--- src/rtl/inst_mem_arbiter_pkg.sv ---
// Shared encodings for the instruction-memory arbiter: FSM states and port IDs.
package inst_mem_arbiter_pkg;

  typedef enum logic {
    ARB_ST_ARB   = 1'b0,
    ARB_ST_LOCK1 = 1'b1
  } arb_state_e;

  localparam logic ARB_M0 = 1'b0;
  localparam logic ARB_M1 = 1'b1;

endpackage

--- src/rtl/arb_age_counter.sv ---
// Saturating wait counter for the loader port; at_max forces m1 ahead of the fetch port.
module arb_age_counter #(
  parameter int MAX_WAIT = 8
) (
  input  logic clk,
  input  logic rst,
  input  logic inc,
  input  logic clr,
  output logic at_max
);

  localparam int CW = $clog2(MAX_WAIT + 1);

  logic [CW-1:0] count;

  assign at_max = (count == CW'(MAX_WAIT));

  always_ff @(posedge clk or negedge rst) begin
    if (!rst) begin
      count <= '0;
    end else if (clr) begin
      count <= '0;
    end else if (inc && !at_max) begin
      count <= count + CW'(1);
    end
  end

endmodule

--- src/rtl/inst_mem_arbiter.sv ---
// Single-port instruction memory arbiter: core fetch (m0) vs loader (m1) with m1 lock.
// Build option ARB_RR_EN: round-robin in ARB state instead of fixed priority + aging.
module inst_mem_arbiter
  import inst_mem_arbiter_pkg::*;
#(
  parameter int AW       = 32,
  parameter int DW       = 32,
  parameter int MAX_WAIT = 8
) (
  input  logic          clk,
  input  logic          rst,
  input  logic          m0_req_i,
  input  logic [AW-1:0] m0_addr_i,
  output logic          m0_gnt_o,
  output logic          m0_rvalid_o,
  output logic [DW-1:0] m0_rdata_o,
  input  logic          m1_req_i,
  input  logic          m1_we_i,
  input  logic [AW-1:0] m1_addr_i,
  input  logic [DW-1:0] m1_wdata_i,
  input  logic          m1_lock_i,
  output logic          m1_gnt_o,
  output logic          m1_rvalid_o,
  output logic [DW-1:0] m1_rdata_o,
  output logic          mem_req_o,
  output logic          mem_we_o,
  output logic [AW-1:0] mem_addr_o,
  output logic [DW-1:0] mem_wdata_o,
  input  logic [DW-1:0] mem_rdata_i,
  output arb_state_e    dbg_state
);

  // Handshake: a master holds req (and its addr/data) until it sees gnt in the same
  // cycle; the transfer happens on that edge and a new req may follow immediately.

  arb_state_e state;
  logic       m0_win;
  logic       m1_win;
  logic       rd_pend;
  logic       rd_owner;

  assign dbg_state = state;

`ifdef ARB_RR_EN
  logic last_gnt;

  always_comb begin
    m0_win = 1'b0;
    m1_win = 1'b0;
    if (state == ARB_ST_LOCK1) begin
      m1_win = m1_req_i;
    end else if (m0_req_i && m1_req_i) begin
      if (last_gnt == ARB_M1) m0_win = 1'b1;
      else                    m1_win = 1'b1;
    end else begin
      m0_win = m0_req_i;
      m1_win = m1_req_i;
    end
  end

  // Pointer resets to m1 so the fetch port wins the first tie.
  always_ff @(posedge clk or negedge rst) begin
    if (!rst) begin
      last_gnt <= ARB_M1;
    end else if (m0_gnt_o) begin
      last_gnt <= ARB_M0;
    end else if (m1_gnt_o) begin
      last_gnt <= ARB_M1;
    end
  end
`else
  logic at_max;
  logic age_inc;
  logic age_clr;

  assign age_inc = (state == ARB_ST_ARB) && m1_req_i && !m1_gnt_o;
  assign age_clr = m1_gnt_o || !m1_req_i;

  arb_age_counter #(
    .MAX_WAIT(MAX_WAIT)
  ) u_age (
    .clk    (clk),
    .rst    (rst),
    .inc    (age_inc),
    .clr    (age_clr),
    .at_max (at_max)
  );

  always_comb begin
    m0_win = 1'b0;
    m1_win = 1'b0;
    if (state == ARB_ST_LOCK1) begin
      m1_win = m1_req_i;
    end else if (at_max && m1_req_i) begin
      m1_win = 1'b1;
    end else if (m0_req_i) begin
      m0_win = 1'b1;
    end else begin
      m1_win = m1_req_i;
    end
  end
`endif

  // Grants are gated by reset so the memory sees no strobe while held in reset.
  assign m0_gnt_o    = m0_win & rst;
  assign m1_gnt_o    = m1_win & rst;
  assign mem_req_o   = m0_gnt_o | m1_gnt_o;
  assign mem_we_o    = m1_gnt_o & m1_we_i;
  assign mem_addr_o  = m0_gnt_o ? m0_addr_i : (m1_gnt_o ? m1_addr_i : '0);
  assign mem_wdata_o = m1_gnt_o ? m1_wdata_i : '0;

  always_ff @(posedge clk or negedge rst) begin
    if (!rst) begin
      state    <= ARB_ST_ARB;
      rd_pend  <= 1'b0;
      rd_owner <= ARB_M0;
    end else begin
      rd_pend  <= m0_gnt_o | (m1_gnt_o & ~m1_we_i);
      rd_owner <= m1_gnt_o ? ARB_M1 : ARB_M0;
      case (state)
        ARB_ST_ARB:   if (m1_gnt_o && m1_lock_i) state <= ARB_ST_LOCK1;
        ARB_ST_LOCK1: if (!m1_lock_i)            state <= ARB_ST_ARB;
      endcase
    end
  end

  assign m0_rvalid_o = rd_pend && (rd_owner == ARB_M0);
  assign m1_rvalid_o = rd_pend && (rd_owner == ARB_M1);
  assign m0_rdata_o  = m0_rvalid_o ? mem_rdata_i : '0;
  assign m1_rdata_o  = m1_rvalid_o ? mem_rdata_i : '0;

endmodule

--- config.mk ---
export PLATFORM = sky130hd
export DESIGN_NAME = inst_mem_arbiter
export DESIGN_NICKNAME = d
export VERILOG_FILES = /design/src/rtl/inst_mem_arbiter_pkg.sv /design/src/rtl/arb_age_counter.sv /design/src/rtl/inst_mem_arbiter.sv
export SDC_FILE = /design/constraint.sdc
export NUM_CORES = 1
export LEC_CHECK = 0
export ABC_AREA = 1
export CAP_MARGIN = 20
export CORE_AREA = 2 2 104 106
export DETAILED_ROUTE_END_ITERATION = 8
export DIE_AREA = 0 0 106 108
export SETUP_SLACK_MARGIN = 0.05
export SLEW_MARGIN = 20
export SYNTH_ARGS = -nofsm -noshare
export SYNTH_HDL_FRONTEND = slang
export SYNTH_HIERARCHICAL = 1
export SYNTH_SLANG_ARGS = --single-unit
export TNS_END_PERCENT = 30
--- constraint.sdc ---
create_clock -name clk -period 2.23 [get_ports clk]
set_input_delay 0.446 -clock clk [delete_from_list [all_inputs] [get_ports clk]]
set_output_delay 0.446 -clock clk [all_outputs]
set_load 0.01 [all_outputs]
==> out/metrics.cfg, run 1 <==
[placement]
io_buffers = 268
dp_hpwl_um = 8300
dp.cells = 738
gp_congestion = 0.772

[synthesis]
synthTopCellsByCount = inv_1 (108), nor2_1 (101), nand4_1 (35), o21ai_2 (33), nand2_1 (13)
synth_xor_area_share_pct = 0
syn_nets = 473
ys_seq_area_share_pct = 9.63
synth.avg_cell_area_um2 = 5.40
yosysUniqueCellTypes = 21
synth_area_leaders = inv_1 (22%), nor2_1 (21%), o21ai_2 (16%)
synthMuxAreaShare_pct = 0
synthDominantCellAreaShare_pct = 22.3
synth_compound_area_share_pct = 16.7
yosysTopAreaCell = inv_1
synth_top_flop_cell = dfrtp_1
async_reset_ff_share_pct = 100
yosys.area_share.simple_pct = 40.1
ys_ff_latch = 7
synth_edf_count = 0
synth_top_family_by_area = simple AND/OR/NAND/NOR gates
synth_area_mm2 = 0.00182
synth_fa_ha_area_share_pct = 1.38
yosys_warnings = 6
syn_inst = 337
yosys.cell_count.top_type = inv_1

[clock_tree]
cts_root_buf = clkbuf_8
htreeDepth = 1
clk_pin_slew_ns = 0.04
cts-buffers-inserted = 3
clk_latency_ns = 0.23
clk_path_buf_depth = 2
cts_tree = done
cts.sinks = 7

[run_status]
status = completed

[worst_setup_path]
slowest_delay_ns = 0.38
worst_path_max_delay_cell = dfrtp_1
path_class = reg -> out
cp-startpoint = u_age/count[0]
worstPathArrival_ns = 1.77
r2r_slack_ns = 0.20
r2r_cells = 14
path_max_fanout = 8
cp-end-kind = output port
crit_top_cell = inv_2
startpoint_type = flop
reg2reg_from = u_age/count[0]
crit_chain = inv_2 > ha_4 > nand3b_1 > inv_2 > buf_6 > nand2_8 > clkbuf_16 > nand4_1 > o21ai_2 > buf_2
cp.required_ns = 1.78
crit-reg2reg-capture = u_age/count[1]

[floorplanning]
core_region_area_mm2 = 0.0102
die_y_um = 108
dieArea_mm2 = 0.0114
io_pins = 269
start_util_pct = 17.8
fp-row-count = 37
die_w_um = 106

[final_layout]
fill_cells = 1047
multiInputGateArea_mm2 = 0.00118
final-seq-area_um2 = 175
post-route-util_pct = 47.9
antenna_cells = 0
fin_nets = 760
final_layout_size_suffix_gt1_share_pct = 27.8
area_growth_pct = 169
finalNonFillerCells = 759

[routing]
num_vias = 3172
wl_per_cell_um = 13.8
drtAntennaViolNets = 0
wl_um = 10400
drc = 0
viasPerCell = 4.18
drt_iter0_drc = 201
drtPass1Iterations = 6

[sta]
min_period_ns = 2.21
worst_pin_slew_ns = 0.328
slew_headroom_pct = 78.1
slew_violations = 0
fin_crit_sh_pct = 99.3
finalSetupViolCount = 0
rsz0062_at_grt = true
finalHoldViolations = 0
max_freq_mhz = 452
final.setup_skew_ns = 0.00479

[pwr]
powerDensity_mw_per_mm2 = 221
peakVddDrop_mv = 0.155
p_leak_nw = 2.88

[grt]
grt_use_total_pct = 16.6
grt_max_degree = 34
grt_overflow = 0
grt_pass1_wl_um = 15400
antenna_found_initial = 0
grt_pass1_vias = 3130

[job]
max_cap_violations = 0

[worst_hold_path]
hold_class = in -> async

layer usage:
metal,vias to the layer above,track usage (%),part of all wire (%)
met5,-,0,0
met4,0,2.91,1.2
met3,12,4.28,9.2
met2,179,33.3,54
met1,1412,17.4,35
li1,1569,-,-
power breakdown:
part	internal (mW)	switching (mW)
Sequential	0.134	0.00497
Combinational	0.436	0.326
Clock	0.124	0.0572
cells by family (layout without fill, tap and decap cells):
kind of cell,after synthesis,after routing
AND/OR/NAND/NOR,158,159
buffers and inverters,135,420
AO/OA/AOI/OAI,35,35
flip-flops,7,7
adder cells (fa/ha/maj),2,2
final cells by class:
cell class / instances / share of cell area [%]
multi-input cells: 196 / 24.1
clock buffers: 4 / 0.919
flip-flops and latches: 7 / 3.57
repair buffers: 304 / 59.4
inverters: 112 / 8.58
well taps: 136 / 3.47
worst max-delay path: cells and delay by family (launching register included):
family | cells | cell delay (ns)
flops | 1 | 0.38
fa+ha+maj | 1 | 0.14
simple gates | 3 | 0.32
buf+inv | 5 | 0.63
compound gates | 1 | 0.05
worst max path at each step:
| stage | slack, ns | depth (start not counted) | end |
|---|---|---|---|
| floorplan | 0.41 | 13 | u_age/count[3] |
| global placement | -0.34 | 7 | mem_addr_o[22] |
| detailed placement | -0.37 | 7 | mem_addr_o[6] |
| CTS | -0.007 | 10 | mem_addr_o[9] |
| global route | -0.08 | 10 | mem_addr_o[14] |
| finish | 0.02 | 10 | mem_addr_o[15] |
cells in the final DEF, fill, tap and decap left out, types with 2 or more instances in the layout:
cell and n:
buf_12 5, buf_16 3, buf_2 61, buf_4 18
buf_6 10, buf_8 3, clkbuf_16 3, clkbuf_8 3
clkdlybuf4s50_1 175, dfrtp_1 7, dlygate4sd2_1 4, dlymetal6s2s_1 20
inv_1 104, inv_2 8, nand2_1 10, nand2_4 2
nand2_8 2, nand3_2 3, nand4_1 35, nor2_1 90
nor2_2 6, nor2_4 7, o21ai_2 33
per-stage QoR:
step	hold slack (ns)	instance area [um2]	power, mW	setup TNS, ns	setup WS [ns]
2_1_floorplan	0.150	1820	0.413	0	0.406
3_3_place_gp	0.429	4710	0.912	-18.90	-0.343
3_5_place_dp	0.432	4710	0.922	-20.93	-0.370
4_1_cts	0.188	4750	1.07	-0.00972	-0.00733
5_1_grt	0.193	4900	1.16	-2.06	-0.0795
6_report	0.183	4900	1.08	0	0.0157
what timing repair did:
item | 4_1_cts | 5_1_grt
cloned | 3 | 4
pin swaps | 6 | 19
hold buffers | 0 | 0
buffers inserted | 13 | 1
gates resized for setup | 271 | 75
setup endpoints to repair | 70 | 101
state kept, by name, summed over array words and instances, names as in the netlist:
register     cells
u_age/count      4
rd_owner         1
rd_pend          1
dbg_state        1
Note: power is estimated with default switching activity, not from simulation.
==> run 2: changes to the inputs <==
--- a/config.mk
+++ b/config.mk
@@ -10,6 +10,7 @@
 export CORE_AREA = 2 2 104 106
 export DETAILED_ROUTE_END_ITERATION = 8
 export DIE_AREA = 0 0 106 108
+export REMOVE_ABC_BUFFERS = 1
 export SETUP_SLACK_MARGIN = 0.05
 export SLEW_MARGIN = 20
 export SYNTH_ARGS = -nofsm -noshare
==> run 2 against run 1 <==
Against the previous run:
- flip-flop and latch count unchanged
- via count decreased by 1.1%
- sequential share of layout area increased by 0.12 points
- sequential power about the same
- setup slack about the same
- hold slack improved by 0.0018 ns
- core utilization decreased by 1.6 points
- global-route usage decreased by 0.11 points
- largest power group unchanged
- combinational power about the same
==> out/metrics.cfg, run 2 (synthesis gave the netlist of run 1 again) <==
[final_layout]
final_cell_mix = clkdlybuf4s50_1 (181), inv_1 (104), nor2_1 (90)
finalNonFillerCells = 754  ; -0.66%
final_common_cell = clkdlybuf4s50_1
largest_reg_flops = 4  ; unchanged
area_growth_pct = 161
stdcell_area_mm2 = 0.00474  ; -3.2%
fin_nets = 755  ; -0.66%
final_layout_size_suffix_gt1_share_pct = 26.5  ; -1.2 points
largest_register = u_age/count
antenna_cells = 0  ; unchanged
fill_cells = 1066  ; +1.8%

[clock_tree]
htreeDepth = 1  ; unchanged
clk_pin_slew_ns = 0.04  ; about the same
cts_root_buf = clkbuf_8
cts_tree = done
cts.sinks = 7  ; unchanged
hold_buffers = 0  ; unchanged
clk_path_buf_depth = 2  ; unchanged
cts-buffers-inserted = 3  ; unchanged
clk_latency_ns = 0.23  ; about the same

[routing]
drc = 0  ; unchanged
drt_iter0_drc = 115  ; -43%
drtPass1Iterations = 4  ; -2
num_vias = 3138  ; -1.1%
viasPerCell = 4.16  ; -0.42%
wl_um = 10400  ; -0.24%
wl_per_cell_um = 13.8  ; +0.42%
drtAntennaViolNets = 0  ; unchanged

[worst_setup_path]
path_class = reg -> out
crit_chain = inv_2 > ha_4 > nand3b_1 > inv_2 > inv_2 > nand3_4 > nand2_8 > buf_12 > o21ai_2 > buf_2
cp.required_ns = 1.78  ; about the same
cp-end-kind = output port
cp-startpoint = u_age/count[0]
reg2reg_from = u_age/count[0]
slowest_delay_ns = 0.38  ; about the same
crit_top_cell = inv_2
path_max_fanout = 15  ; +7
crit-reg2reg-capture = u_age/count[3]
r2r_slack_ns = 0.25  ; +0.05 ns
r2r_cells = 14  ; unchanged
worstPathArrival_ns = 1.77  ; about the same
critPathBufInv = 5  ; unchanged
startpoint_type = flop
worst_path_max_delay_cell = dfrtp_1
crit_family = buffers and inverters

[pwr]
p_int_mw = 0.692  ; -0.16%
peakVddDrop_mv = 0.117  ; -25%
sw_frac_of_total_pct = 36.0  ; +0.095 points
seqPwrFrac_pct = 12.8  ; about the same
p_leak_nw = 2.75  ; -4.4%
power_mw = 1.08  ; about the same
pwr-share-comb_pct = 70.1  ; -0.3 points
p_clk_share_pct = 17.1  ; +0.4 points
powerDensity_mw_per_mm2 = 228  ; +3.3%
power.switching_mw = 0.389  ; +0.25%

[sta]
rsz0062_at_grt = true
min_period_ns = 2.21  ; -0.0000394 ns
fin_setup_tns_ns = 0  ; unchanged
final.setup_skew_ns = 0.00607  ; +0.00128 ns
finalSetupViolCount = 0  ; unchanged
worst_pin_slew_ns = 0.234  ; -0.0946 ns
max_freq_mhz = 452  ; about the same
slew_headroom_pct = 84.4  ; +6.3 points
slew_violations = 0  ; unchanged
finalHoldViolations = 0  ; unchanged
fin_crit_sh_pct = 99.3  ; about the same
finalWorstSetupSlack_ns = 0.0157  ; +0.0000394 ns

[grt]
antenna_found_initial = 1  ; +1
grt_use_total_pct = 16.5  ; -0.11 points
grt_pass1_wl_um = 15100  ; -2.2%
grt_overflow = 0  ; unchanged
grt_max_degree = 34  ; unchanged
grt_pass1_vias = 3087  ; -1.4%

[placement]
dp.cells = 743  ; +0.68%
dp_hpwl_um = 8590  ; +3.5%
post-place-ws_ns = -0.372  ; -0.00203 ns
post_dp_cell_area_mm2 = 0.00476  ; +1.1%
gp_congestion = 0.795  ; +3.0%
io_buffers = 268  ; unchanged

[run_status]
status = completed

[floorplanning]
dieArea_mm2 = 0.0114  ; unchanged
die_y_um = 108  ; unchanged
io_pins = 269  ; unchanged
die_w_um = 106  ; unchanged
start_util_pct = 17.8  ; unchanged
fp-row-count = 37  ; unchanged
core_region_area_mm2 = 0.0102  ; unchanged

[job]
max_cap_violations = 0  ; unchanged

[worst_hold_path]
hold_class = in -> async

-- run 2: how the worst max path moves through the flow --
| stage | end | depth (start not counted) |
|---|---|---|
| 2_1_floorplan | mem_req_o | 7 |
| 3_3_place_gp | mem_wdata_o[14] | 7 |
| 3_5_place_dp | mem_wdata_o[14] | 7 |
| 4_1_cts | mem_addr_o[0] | 10 |
| 5_1_grt | mem_addr_o[5] | 10 |
| 6_report | mem_addr_o[5] | 10 |
-- run 2: power groups by stage --
stage / sequential [mW] / combinational, mW / clock, mW
after global routing: 0.139 / 0.817 / 0.202
after detailed placement: 0.140 / 0.787 / 0
after floorplan: 0.141 / 0.239 / 0
final: 0.139 / 0.758 / 0.185
after CTS: 0.138 / 0.749 / 0.192
after global placement: 0.139 / 0.779 / 0
-- run 2: area by class of cell --
cell class	instances	area, um2	share of cell area, %
repair buffers	299	2790	58.8
flip-flops and latches	7	175	3.69
inverters	112	420	8.87
multi-input cells	196	1140	24.1
clock buffers	4	45.0	0.950
well taps	136	170	3.59
-- run 2: through the flow --
step	util (%)	hold slack (ns)
final	46.3	0.184
after floorplan	-	0.150
after detailed placement	46.6	0.434
after global placement	46.6	0.434
after global routing	46.3	0.199
after CTS	45.1	0.182
-- run 2: metal layers --
layer	up-vias	global-route usage (%)	routed length, um
met4	2	2.35	95
met2	169	35.1	5770
li1	1556	-	-
met5	-	0	7
met3	9	4.88	1030
met1	1402	15.5	3510
-- run 2: repair_timing --
| action | CTS | global route |
|---|---|---|
| setup buffers | 2 | 1 |
| resized for setup | 282 | 45 |
| endpoints found under the setup margin | 87 | 98 |
| cloned | 3 | 1 |
| pin swaps | 4 | 8 |
